===== src/rtl/apb_accel_pkg.sv =====
// rtl/apb_accel_pkg.sv - register map, STATUS bit indices and FSM state type for apb_accel_slave
package apb_accel_pkg;

    localparam logic [7:0] OFF_CTRL   = 8'h40;
    localparam logic [7:0] OFF_STATUS = 8'h44;
    localparam logic [7:0] OFF_RESULT = 8'h48;

    localparam int ST_BUSY      = 0;
    localparam int ST_DONE      = 1;
    localparam int ST_ERR       = 2;
    localparam int ST_FLAGS_LSB = 8;

    typedef enum logic [1:0] {
        IDLE = 2'd0,
        BUSY = 2'd1,
        DONE = 2'd2
    } state_t;

endpackage


===== src/rtl/apb_accel_ctrl_fsm.sv =====
// rtl/apb_accel_ctrl_fsm.sv - launch/busy/done sequencer, acc_start pulse, result/flag capture, optional timeout
//
// Optional timeout counter: ACC_TIMEOUT_EN.
// Ports:
//   clk, rst        rising-edge clock, synchronous active-high reset
//   launch, op_in   accepted CTRL write and its op field
//   result_read     a RESULT read completes this cycle (ends DONE)
//   acc_*           accelerator handshake (start/op out, result/flags/valid in)
//   busy, done      current state decode
//   done_entry      BUSY -> DONE transition happens at the coming edge
//   err, result_q, flags_q  captured completion status
module apb_accel_ctrl_fsm
    import apb_accel_pkg::*;
#(
    parameter int OP_W           = 4,
    parameter int FLAG_W         = 5,
    parameter int TIMEOUT_CYCLES = 1024
) (
    input  logic              clk,
    input  logic              rst,
    input  logic              launch,
    input  logic [OP_W-1:0]   op_in,
    input  logic              result_read,
    input  logic [31:0]       acc_result,
    input  logic [FLAG_W-1:0] acc_flags,
    input  logic              acc_valid,
    output logic              acc_start,
    output logic [OP_W-1:0]   acc_op,
    output logic              busy,
    output logic              done,
    output logic              done_entry,
    output logic              err,
    output logic [31:0]       result_q,
    output logic [FLAG_W-1:0] flags_q
);

    state_t state_q, state_d;
    logic   start_d;
    logic   timeout_hit;

`ifdef ACC_TIMEOUT_EN
    localparam int CNT_W = $clog2(TIMEOUT_CYCLES + 1);
    logic [CNT_W-1:0] cnt_q;

    // acc_valid in the same cycle as the limit wins over the timeout
    assign timeout_hit = (state_q == BUSY) && !acc_valid &&
                         (cnt_q == CNT_W'(TIMEOUT_CYCLES - 1));

    always_ff @(posedge clk) begin
        if (rst || launch) begin
            cnt_q <= '0;
        end else if (state_q == BUSY) begin
            cnt_q <= cnt_q + 1'b1;
        end
    end
`else
    logic unused_timeout;
    assign unused_timeout = (TIMEOUT_CYCLES != 0);
    assign timeout_hit    = 1'b0;
`endif

    always_comb begin
        state_d    = state_q;
        start_d    = 1'b0;
        done_entry = 1'b0;
        case (state_q)
            IDLE, DONE: begin
                if (launch) begin
                    state_d = BUSY;
                    start_d = 1'b1;
                end else if (state_q == DONE && result_read) begin
                    state_d = IDLE;
                end
            end
            BUSY: begin
                if (acc_valid || timeout_hit) begin
                    state_d    = DONE;
                    done_entry = 1'b1;
                end
            end
            default: state_d = IDLE;
        endcase
    end

    always_ff @(posedge clk) begin
        if (rst) begin
            state_q   <= IDLE;
            acc_start <= 1'b0;
            acc_op    <= '0;
            err       <= 1'b0;
            result_q  <= '0;
            flags_q   <= '0;
        end else begin
            state_q   <= state_d;
            acc_start <= start_d;
            if (launch && state_q != BUSY) begin
                acc_op <= op_in;
                err    <= 1'b0;
            end
            if (done_entry) begin
                if (acc_valid) begin
                    result_q <= acc_result;
                    flags_q  <= acc_flags;
                end else begin
                    // timeout completion: no result from the accelerator
                    result_q <= '0;
                    flags_q  <= '0;
                    err      <= 1'b1;
                end
            end
        end
    end

    assign busy = (state_q == BUSY);
    assign done = (state_q == DONE);

endmodule


===== src/rtl/apb_accel_slave.sv =====
// rtl/apb_accel_slave.sv - APB3 slave front-end with operand/CTRL/STATUS/RESULT registers for an accelerator
//
// Optional busy timeout: ACC_TIMEOUT_EN (implemented in apb_accel_ctrl_fsm).
// Ports:
//   CLK, RST                      clock, synchronous active-high reset
//   PADDR/PWDATA/PWRITE/PSEL/PENABLE, PRDATA/PREADY/PSLVERR   APB3 slave
//   acc_start, acc_op, acc_operands  command to the accelerator
//   acc_result, acc_flags, acc_valid completion from the accelerator
module apb_accel_slave
    import apb_accel_pkg::*;
#(
    parameter int          APB_ADDR_WIDTH = 32,
    parameter logic [31:0] BASE_ADDR      = 32'h1A10_8000,
    parameter int          NUM_OPS        = 2,
    parameter int          OP_W           = 4,
    parameter int          FLAG_W         = 5,
    parameter int          TIMEOUT_CYCLES = 1024
) (
    input  logic                      CLK,
    input  logic                      RST,
    input  logic [APB_ADDR_WIDTH-1:0] PADDR,
    input  logic [31:0]               PWDATA,
    input  logic                      PWRITE,
    input  logic                      PSEL,
    input  logic                      PENABLE,
    output logic [31:0]               PRDATA,
    output logic                      PREADY,
    output logic                      PSLVERR,
    output logic                      acc_start,
    output logic [OP_W-1:0]           acc_op,
    output logic [NUM_OPS*32-1:0]     acc_operands,
    input  logic [31:0]               acc_result,
    input  logic [FLAG_W-1:0]         acc_flags,
    input  logic                      acc_valid
);

    logic [7:0]  off;
    logic        base_hit, is_op, is_ctrl, is_status, is_result, addr_err;
    logic        access, rd_result, wait_st, slverr;
    logic        wr_fire, rd_fire, launch, result_read, op_wr;
    logic        busy, done, done_entry, err;
    logic [31:0] result_q;
    logic [FLAG_W-1:0] flags_q;
    logic [31:0] rdata, status_word;
    // shadow holds the latest written operand; acc_operands follows it except while BUSY
    logic [31:0] shadow   [NUM_OPS];
    logic [31:0] shadow_d [NUM_OPS];

    assign off       = PADDR[7:0];
    assign base_hit  = (PADDR[APB_ADDR_WIDTH-1:8] == BASE_ADDR[APB_ADDR_WIDTH-1:8]);
    assign is_op     = (off[7:6] == 2'b00) && ({1'b0, off[5:2]} < 5'(NUM_OPS));
    assign is_ctrl   = (off == OFF_CTRL);
    assign is_status = (off == OFF_STATUS);
    assign is_result = (off == OFF_RESULT);
    assign addr_err  = !base_hit || (off[1:0] != 2'b00) ||
                       !(is_op || is_ctrl || is_status || is_result);

    assign access    = PSEL && PENABLE;
    assign rd_result = access && !PWRITE && !addr_err && is_result;
    assign wait_st   = rd_result && busy;

    always_comb begin
        slverr = 1'b0;
        if (access && !wait_st) begin
            if (addr_err) begin
                slverr = 1'b1;
            end else if (PWRITE) begin
                slverr = is_status || is_result || (is_ctrl && busy);
            end else begin
                slverr = is_result && err;
            end
        end
    end

    assign PREADY      = !wait_st;
    assign PSLVERR     = slverr;
    assign wr_fire     = access && PWRITE && !slverr;
    assign rd_fire     = access && !PWRITE && !wait_st && !slverr;
    assign launch      = wr_fire && is_ctrl;
    assign op_wr       = wr_fire && is_op;
    // an errored RESULT read still counts as having collected the result
    assign result_read = rd_result && !wait_st;

    apb_accel_ctrl_fsm #(
        .OP_W          (OP_W),
        .FLAG_W        (FLAG_W),
        .TIMEOUT_CYCLES(TIMEOUT_CYCLES)
    ) u_fsm (
        .clk        (CLK),
        .rst        (RST),
        .launch     (launch),
        .op_in      (PWDATA[OP_W-1:0]),
        .result_read(result_read),
        .acc_result (acc_result),
        .acc_flags  (acc_flags),
        .acc_valid  (acc_valid),
        .acc_start  (acc_start),
        .acc_op     (acc_op),
        .busy       (busy),
        .done       (done),
        .done_entry (done_entry),
        .err        (err),
        .result_q   (result_q),
        .flags_q    (flags_q)
    );

    always_comb begin
        for (int i = 0; i < NUM_OPS; i++) begin
            shadow_d[i] = (op_wr && off[5:2] == 4'(i)) ? PWDATA : shadow[i];
        end
    end

    always_ff @(posedge CLK) begin
        if (RST) begin
            for (int i = 0; i < NUM_OPS; i++) begin
                shadow[i] <= '0;
            end
            acc_operands <= '0;
        end else begin
            for (int i = 0; i < NUM_OPS; i++) begin
                shadow[i] <= shadow_d[i];
                // shadow_d so an operand write in the completion cycle is not lost
                if (done_entry || !busy) begin
                    acc_operands[32*i +: 32] <= shadow_d[i];
                end
            end
        end
    end

    always_comb begin
        status_word                          = '0;
        status_word[ST_BUSY]                 = busy;
        status_word[ST_DONE]                 = done;
        status_word[ST_ERR]                  = err;
        status_word[ST_FLAGS_LSB +: FLAG_W]  = flags_q;
    end

    always_comb begin
        rdata = '0;
        if (is_op) begin
            for (int i = 0; i < NUM_OPS; i++) begin
                if (off[5:2] == 4'(i)) begin
                    rdata = shadow[i];
                end
            end
        end else if (is_ctrl) begin
            rdata[OP_W-1:0] = acc_op;
        end else if (is_status) begin
            rdata = status_word;
        end else if (is_result) begin
            rdata = result_q;
        end
    end

    assign PRDATA = rd_fire ? rdata : '0;

endmodule

===== config.mk =====
export PLATFORM = sky130hd
export DESIGN_NAME = apb_accel_slave
export DESIGN_NICKNAME = d
export VERILOG_FILES = /design/src/rtl/apb_accel_pkg.sv /design/src/rtl/apb_accel_ctrl_fsm.sv /design/src/rtl/apb_accel_slave.sv
export SDC_FILE = /design/constraint.sdc
export NUM_CORES = 1
export LEC_CHECK = 0
export ABC_AREA = 1
export ABC_CLOCK_PERIOD_IN_PS = 4200
export BUFFER_PORTS_ARGS = -buffer_cell sky130_fd_sc_hd__clkbuf_2
export CORE_MARGIN = 5
export CORE_UTILIZATION = 40
export DETAILED_ROUTE_END_ITERATION = 8
export GPL_TIMING_DRIVEN = 0
export SLEW_MARGIN = 5
export SYNTH_ARGS = -nofsm -noshare
export SYNTH_HDL_FRONTEND = slang
export SYNTH_SLANG_ARGS = --single-unit
export TNS_END_PERCENT = 30

===== constraint.sdc =====
create_clock -name CLK -period 4.2 [get_ports CLK]
set_input_delay 0.42 -clock CLK [delete_from_list [all_inputs] [get_ports CLK]]
set_output_delay 0.42 -clock CLK [all_outputs]
set_load 0.05 [all_outputs]

After elaboration in Yosys (flattened, before gate mapping)
Memory sizes are Yosys's and may differ from the RTL's.
Cells that the tools add are included.

word-level totals
  bits in registers = 109
  RAM bits = 64
  input bits = 107
  output and inout bits = 103
  word-level logic and storage cells = 94
  memories kept = 1

cells by class
  order comparisons = 1
  equality and inequality tests = 10
  multiplexer cells = 30
  bitwise logic cells = 3
  reductions and logical operators = 42

memories
  name    depth  bits a word  rd ports  clocked after Yosys merged registers in  wr ports  RTL line               text
  shadow  2      32           2         0                                        2         apb_accel_slave.sv:46  logic [31:0] shadow [NUM_OPS];

operators by type and width
  operator                                                    count
  2-to-1 mux 32 bit                                           11
  2-to-1 mux 28 bit                                           1
  == test 24 x 21 -> 1 bit, second input constant             1
  == test 8 x 7 -> 1 bit, second input constant               3
  logical AND 1 bit                                           20
  2-to-1 mux 1 bit                                            12
  logical OR 1 bit                                            8
  zero test 1 bit                                             7
  2-to-1 mux 2 bit                                            3
  2-to-1 mux 5 bit                                            1
  == test 4 x 1 -> 1 bit, second input constant               1
  zero test 2 bit                                             2
  zero test 4 bit                                             1
  less-than comparator 4 x 2 -> 1 bit, second input constant  1
  2-to-1 mux 4 bit                                            1
  case mux 2 bit (2 select lines)                             1
  OR reduction 2 bit                                          2
  != test 3 x 1 -> 1 bit, second input constant               1
  == test 2 x 1 -> 1 bit, second input constant               1
  == test 2 bit, second input constant                        1
  != test 2 x 1 -> 1 bit, second input constant               1
  != test 2 bit, second input constant                        1
  bitwise OR 1 bit                                            2
  AND reduction 2 bit                                         1
  2 further kinds                                             2

Logic depth before layout (Yosys ltp)
  word-level depth = 21
  depth in mapped cells = 15
  mapped depth without buffers = 14

Cells and area by module
A second synthesis with hierarchy kept.

unflattened totals
  cells, all modules = 1209
  area total of the unflattened synthesis = 7976.4 µm²

by module, submodules not included
  module              times used  cells an instance  area each (µm²)  seq. area each (µm²)
  apb_accel_slave     1           928                6154.7           2562.5
  apb_accel_ctrl_fsm  1           281                1821.7           900.9

Least setup slack after synthesis
No wires, ideal clock.

  path type = input-to-output
  start = input PADDR[4]
  end = output PRDATA[2]
  arrival = 2791 ps
  setup slack = 989 ps
  cell stages on the path = 9
  buffers on the path = 1
  path through = inv_2 > nand2_2 > nor2_1 > o21ai_0 > nand2_1 > nand4_2 > nand4_1 > clkbuf_1 > a211oi_1

on the way
  word-level cells in the longest chain between the ends = 17

ends and longest elaborated chain
  what                                 RTL line                text
  from (decl)                          apb_accel_slave.sv:21   input logic [APB_ADDR_WIDTH-1:0] PADDR,
  less-than comparator 4 x 2 -> 1 bit  apb_accel_slave.sv:51   assign is_op = (off[7:6] == 2'b00) && ({1'b0, off[5:2]} < 5'(NUM_OPS));
  logical AND 1 bit                    apb_accel_slave.sv:51
  logical OR 1 bit (3 in series)       apb_accel_slave.sv:56   !(is_op || is_ctrl || is_status || is_result);
  zero test 1 bit                      apb_accel_slave.sv:56
  logical OR 1 bit                     apb_accel_slave.sv:55   assign addr_err = !base_hit || (off[1:0] != 2'b00) ||
  zero test 1 bit                      apb_accel_slave.sv:59   assign rd_result = access && !PWRITE && !addr_err && is_result;
  logical AND 1 bit                    apb_accel_slave.sv:59
  logical AND 1 bit (*)                apb_accel_slave.sv:59
  logical AND 1 bit (*)                apb_accel_slave.sv:60   assign wait_st = rd_result && busy;
  zero test 1 bit (*)                  --
  named net PREADY                     apb_accel_slave.sv:27   output logic PREADY,
  logical AND 1 bit                    apb_accel_slave.sv:64   if (access && !wait_st) begin
  2-to-1 mux 1 bit                     apb_accel_slave.sv:64
  zero test 1 bit                      apb_accel_slave.sv:78   assign rd_fire = access && !PWRITE && !wait_st && !slverr;
  logical AND 1 bit (*)                apb_accel_slave.sv:78
  2-to-1 mux 32 bit (*)                apb_accel_slave.sv:155  assign PRDATA = rd_fire ? rdata : '0;
  to (decl)                            apb_accel_slave.sv:26   output logic [31:0] PRDATA,

The timed path passes the listed nets; every way through them passes the cells marked *.

Worst setup path in the final report
  start = register u_fsm.state_q[0]
  end = output PRDATA[4]

on the way
  word-level cells in the longest chain between the ends = 9

ends and longest elaborated chain
  what                        RTL line                   text
  from (decl)                 apb_accel_ctrl_fsm.sv:37   state_t state_q, state_d;
  from (signal assigned)      apb_accel_ctrl_fsm.sv:94   state_q <= state_d;
  == test 2 x 1 -> 1 bit (*)  apb_accel_ctrl_fsm.sv:114  assign busy = (state_q == BUSY);
  logical AND 1 bit           apb_accel_slave.sv:68      slverr = is_status || is_result || (is_ctrl && busy);
  logical OR 1 bit            apb_accel_slave.sv:68
  2-to-1 mux 1 bit            apb_accel_slave.sv:67      end else if (PWRITE) begin
  2-to-1 mux 1 bit            apb_accel_slave.sv:65      if (addr_err) begin
  2-to-1 mux 1 bit            apb_accel_slave.sv:64
  zero test 1 bit             apb_accel_slave.sv:78
  logical AND 1 bit (*)       apb_accel_slave.sv:78
  2-to-1 mux 32 bit (*)       apb_accel_slave.sv:155

Every way passes the cells marked *; elsewhere a longest branch is shown, timed or not.

==> summary.md <==
| Metric | Value |
|---|---|
| Startpoint kind of the worst setup timing path | register |
| Resize count post-CTS | 0 |
| Unique cell type count in the Yosys netlist | 26 |
| Final setup violating endpoints | 0 |
| Largest net degree at the start of global routing | 17 |
| Leading cell types in the layout, fill and taps excluded | sky130_fd_sc_hd__nand2_1, sky130_fd_sc_hd__clkbuf_2, sky130_fd_sc_hd__dfxtp_1, sky130_fd_sc_hd__inv_1, sky130_fd_sc_hd__nor2_1 |
| Count of unresolved DRC violations after routing | 0 |
| Final estimated routing congestion in global placement | 0.877 |
| Data arrival time at the worst-slack endpoint | 2.83 ns |
| Number of buffers inserted during clock tree synthesis | 17 |
| Detail Placement HPWL | 19,400 µm |
| Place WS | 1.10 ns |
| Total negative slack for setup checks | 0 ns |
| Crit-path cells | inv_1 -> nor2_1 -> nand4_2 -> nand4_1 -> clkbuf_1 -> nor2_1 -> clkbuf_2 |
| Horiz. Die Dim | 149 µm |
| Initial antenna violation count | 1 |
| Placeable Area | 0.0188 mm² |
| Count of input and output buffers | 208 |
| Synth Register Bits | 173 |
| Data required time at the worst endpoint | 3.78 ns |
| Post-layout net count | 1,479 |
| Final Worst Setup Slack | 0.947 ns |
| Period utilisation layout | 77.5% |
| Total power density per cell area | 346 mW/mm² |
| Tightest Pin Transition | 0.697 ns |
| Cell at the slowest stage of the critical path | sky130_fd_sc_hd__nor2_1 |
| Setup repair after global routing missed its margin | no |
| Initial drt markers | 539 |
| CTS Sinks | 173 |
| Total congestion overflow after global routing | 0 |
| Overall power consumption | 3.33 mW |
| Vias per inst | 4.79 |
| DR pass1 iterations | 7 |
| Fin crit period | 3.25 ns |
| Path class of the lowest-slack min-delay path | input port to register |
| Number of global-route vias before repair | 7,456 |
| Number of buffers added for setup after CTS | 0 |
| Dominant combinational cell family by area after synthesis | simple AND/OR/NAND/NOR gates |
| H-tree depth | 4 |
| Final Max Tran Viols | 0 |
| Floorplan row count | 50 |
| Layout cell share with drive strength beyond 1 | 19.8% |
| Max Clk Rate | 307 MHz |
| Clock latency at the later pin of the worst-skew pair | 0.45 ns |
| Synthesized-area fraction occupied by adder cells | 0% |
| Routed WL per cell | 15.4 µm |
| Wirelength, routed | 25,400 µm |
| Share of the synthesized netlist area taken by xor and xnor gates | 0% |
| Maximum capacitance violations | 0 |
| Worst clock skew on the final layout | 0.0189 ns |
| Gate count of the mapped netlist | 1,145 |
| Post-synthesis average cell area | 6.72 µm² |
| Clock root buffer | sky130_fd_sc_hd__clkbuf_16 |
| Post-route ant nets | 0 |
| Global Route Usage Sum | 22.7% |
| Worst Setup Path Type | register to primary output |
| TritonCTS clock tree | yes |
| Max VDD drop | 277 µV |
| Total I/O pin count | 210 |
| Leakage dissipation | 4.61 nW |
| Maximum fanout count along the critical path | 10 |
| Most frequent standard cell in the layout excluding fill and tap cells | sky130_fd_sc_hd__nand2_1 |
| Status | finished clean |
| Area of the mapped netlist | 0.00769 mm² |
| Routed via count | 7,882 |
| Net count after synthesis | 1,252 |
| Buffer depth of the longest clock path | 2 |
| Simple-gate area share of the yosys netlist | 32.6% |
| Relative max-transition margin | 53.5% |
| Fraction of the yosys area taken by sequential cells | 45.0% |
| Mux contribution to synthesized area | 0% |
| Delay of the slowest critical-path stage | 0.51 ns |
| Worst path most repeated cell | sky130_fd_sc_hd__nor2_1 |
| Area growth from synthesis to layout | 25.1% |
| Final Hold Violating Endpoints | 0 |
| Post-CTS clock slew at the launch and capture registers of the worst setup and hold paths | 0.07 ns |
| Effective utilization at floorplan | 40.8% |
| Filler Cell Count | 1,991 |
| Die area | 0.0221 mm² |
| Global-route wire length before repair | 39,300 µm |
| Die span in y | 149 µm |
| Area fraction in compound gates after synthesis | 10.9% |
| CP endpoint kind | primary output |
| Synthesis Warnings | 0 |
| Hold-fix buffers, CTS | 0 |
| Diodes inserted | 0 |
power by group:
part,switching [mW],internal (mW)
clock network,0.696,0.833
logic,0.103,0.0532
registers,0.000192,1.64
total,0.799,2.53
kinds of logic (layout without fill, tap and decap cells):
family,Yosys count,in the layout
compound gates,144,144
buf+inv,220,460
flops,173,173
simple gates,608,608
layer usage:
| metal | routed length (µm) | GRT usage [%] | vias up | share of wire (%) |
|---|---|---|---|---|
| li1 | - | - | 4032 | - |
| met1 | 11800 | 31.2 | 3533 | 46 |
| met2 | 11300 | 35.5 | 275 | 44 |
| met3 | 1790 | 5.18 | 40 | 7.0 |
| met4 | 551 | 7.11 | 2 | 2.2 |
| met5 | 14 | 0 | - | 0.055 |
worst paths after layout:
path,to,from,cells past startpoint,slack (ns)
worst max register to register,acc_operands[62],u_fsm.state_q[0],12,1.82
worst max-delay path,PRDATA[4],u_fsm.state_q[0],7,0.95
worst min-delay path,u_fsm.result_q[15],acc_result[15],3,0.23
worst min register to register,u_fsm.result_q[1],u_fsm.result_q[1],2,0.45
state kept, by name, indices dropped and copies added (netlist names):
signal           count
u_fsm.result_q      32
shadow              64
u_fsm.acc_op         4
u_fsm.err            1
u_fsm.acc_start      1
u_fsm.state_q        2
u_fsm.flags_q        5
acc_operands        64
critical path, delay by kind of cell (launching register included):
family / cells / cell delay (ns)
buffers and inverters: 3 / 0.85
DFF: 1 / 0.35
and+or+nand+nor: 4 / 1.19
cell usage after synthesis:
library cell / n / area, µm²
sky130_fd_sc_hd__buf_2: 6 / 30.0
sky130_fd_sc_hd__inv_2: 5 / 18.8
sky130_fd_sc_hd__o22ai_1: 33 / 206
sky130_fd_sc_hd__o21ai_0: 33 / 165
sky130_fd_sc_hd__nand3_4: 1 / 17.5
sky130_fd_sc_hd__nor3_1: 3 / 15.0
sky130_fd_sc_hd__dfxtp_1: 173 / 3460
sky130_fd_sc_hd__nand3_2: 2 / 20.0
sky130_fd_sc_hd__a221oi_1: 5 / 43.8
sky130_fd_sc_hd__nand3_1: 94 / 470
sky130_fd_sc_hd__a21oi_1: 51 / 255
sky130_fd_sc_hd__buf_6: 6 / 67.6
sky130_fd_sc_hd__nor2_2: 4 / 25.0
sky130_fd_sc_hd__nor2_4: 4 / 45.0
sky130_fd_sc_hd__nand2_1: 377 / 1420
sky130_fd_sc_hd__buf_1: 8 / 30.0
sky130_fd_sc_hd__nor2_1: 115 / 432
sky130_fd_sc_hd__nand4_2: 3 / 37.5
sky130_fd_sc_hd__nand2_2: 2 / 12.5
sky130_fd_sc_hd__buf_4: 1 / 7.51
sky130_fd_sc_hd__inv_1: 151 / 567
sky130_fd_sc_hd__a22oi_1: 19 / 143
sky130_fd_sc_hd__clkbuf_1: 43 / 161
sky130_fd_sc_hd__or2_2: 1 / 6.26
sky130_fd_sc_hd__nand4_1: 2 / 12.5
sky130_fd_sc_hd__a211oi_1: 3 / 22.5
cell type report:
cell class              count  area, µm²  share of cell area [%]
inverters                 156        586                    6.09
flip-flops and latches    173       3460                    36.0
clock inverters            13        118                    1.22
repair buffers            208       1040                    10.8
clock buffers              19        443                    4.61
plain buffers              64        297                    3.08
well taps                 260        325                    3.38
multi-input cells         752       3340                    34.8
metrics by stage:
| stage | cells | utilization (%) | hold slack [ns] | cell area (µm²) |
|---|---|---|---|---|
| after detailed placement | 1613 | 48.1 | 0.439 | 9060 |
| after global placement | 1613 | 48.1 | 0.437 | 9060 |
| after floorplan | 1145 | - | 0.424 | 7690 |
| after global routing | 1645 | 51.1 | 0.240 | 9620 |
| final | 1645 | 51.1 | 0.226 | 9620 |
| after CTS | 1645 | 51.1 | 0.224 | 9620 |
No activity file was read; power rests on OpenSTA's default activity.
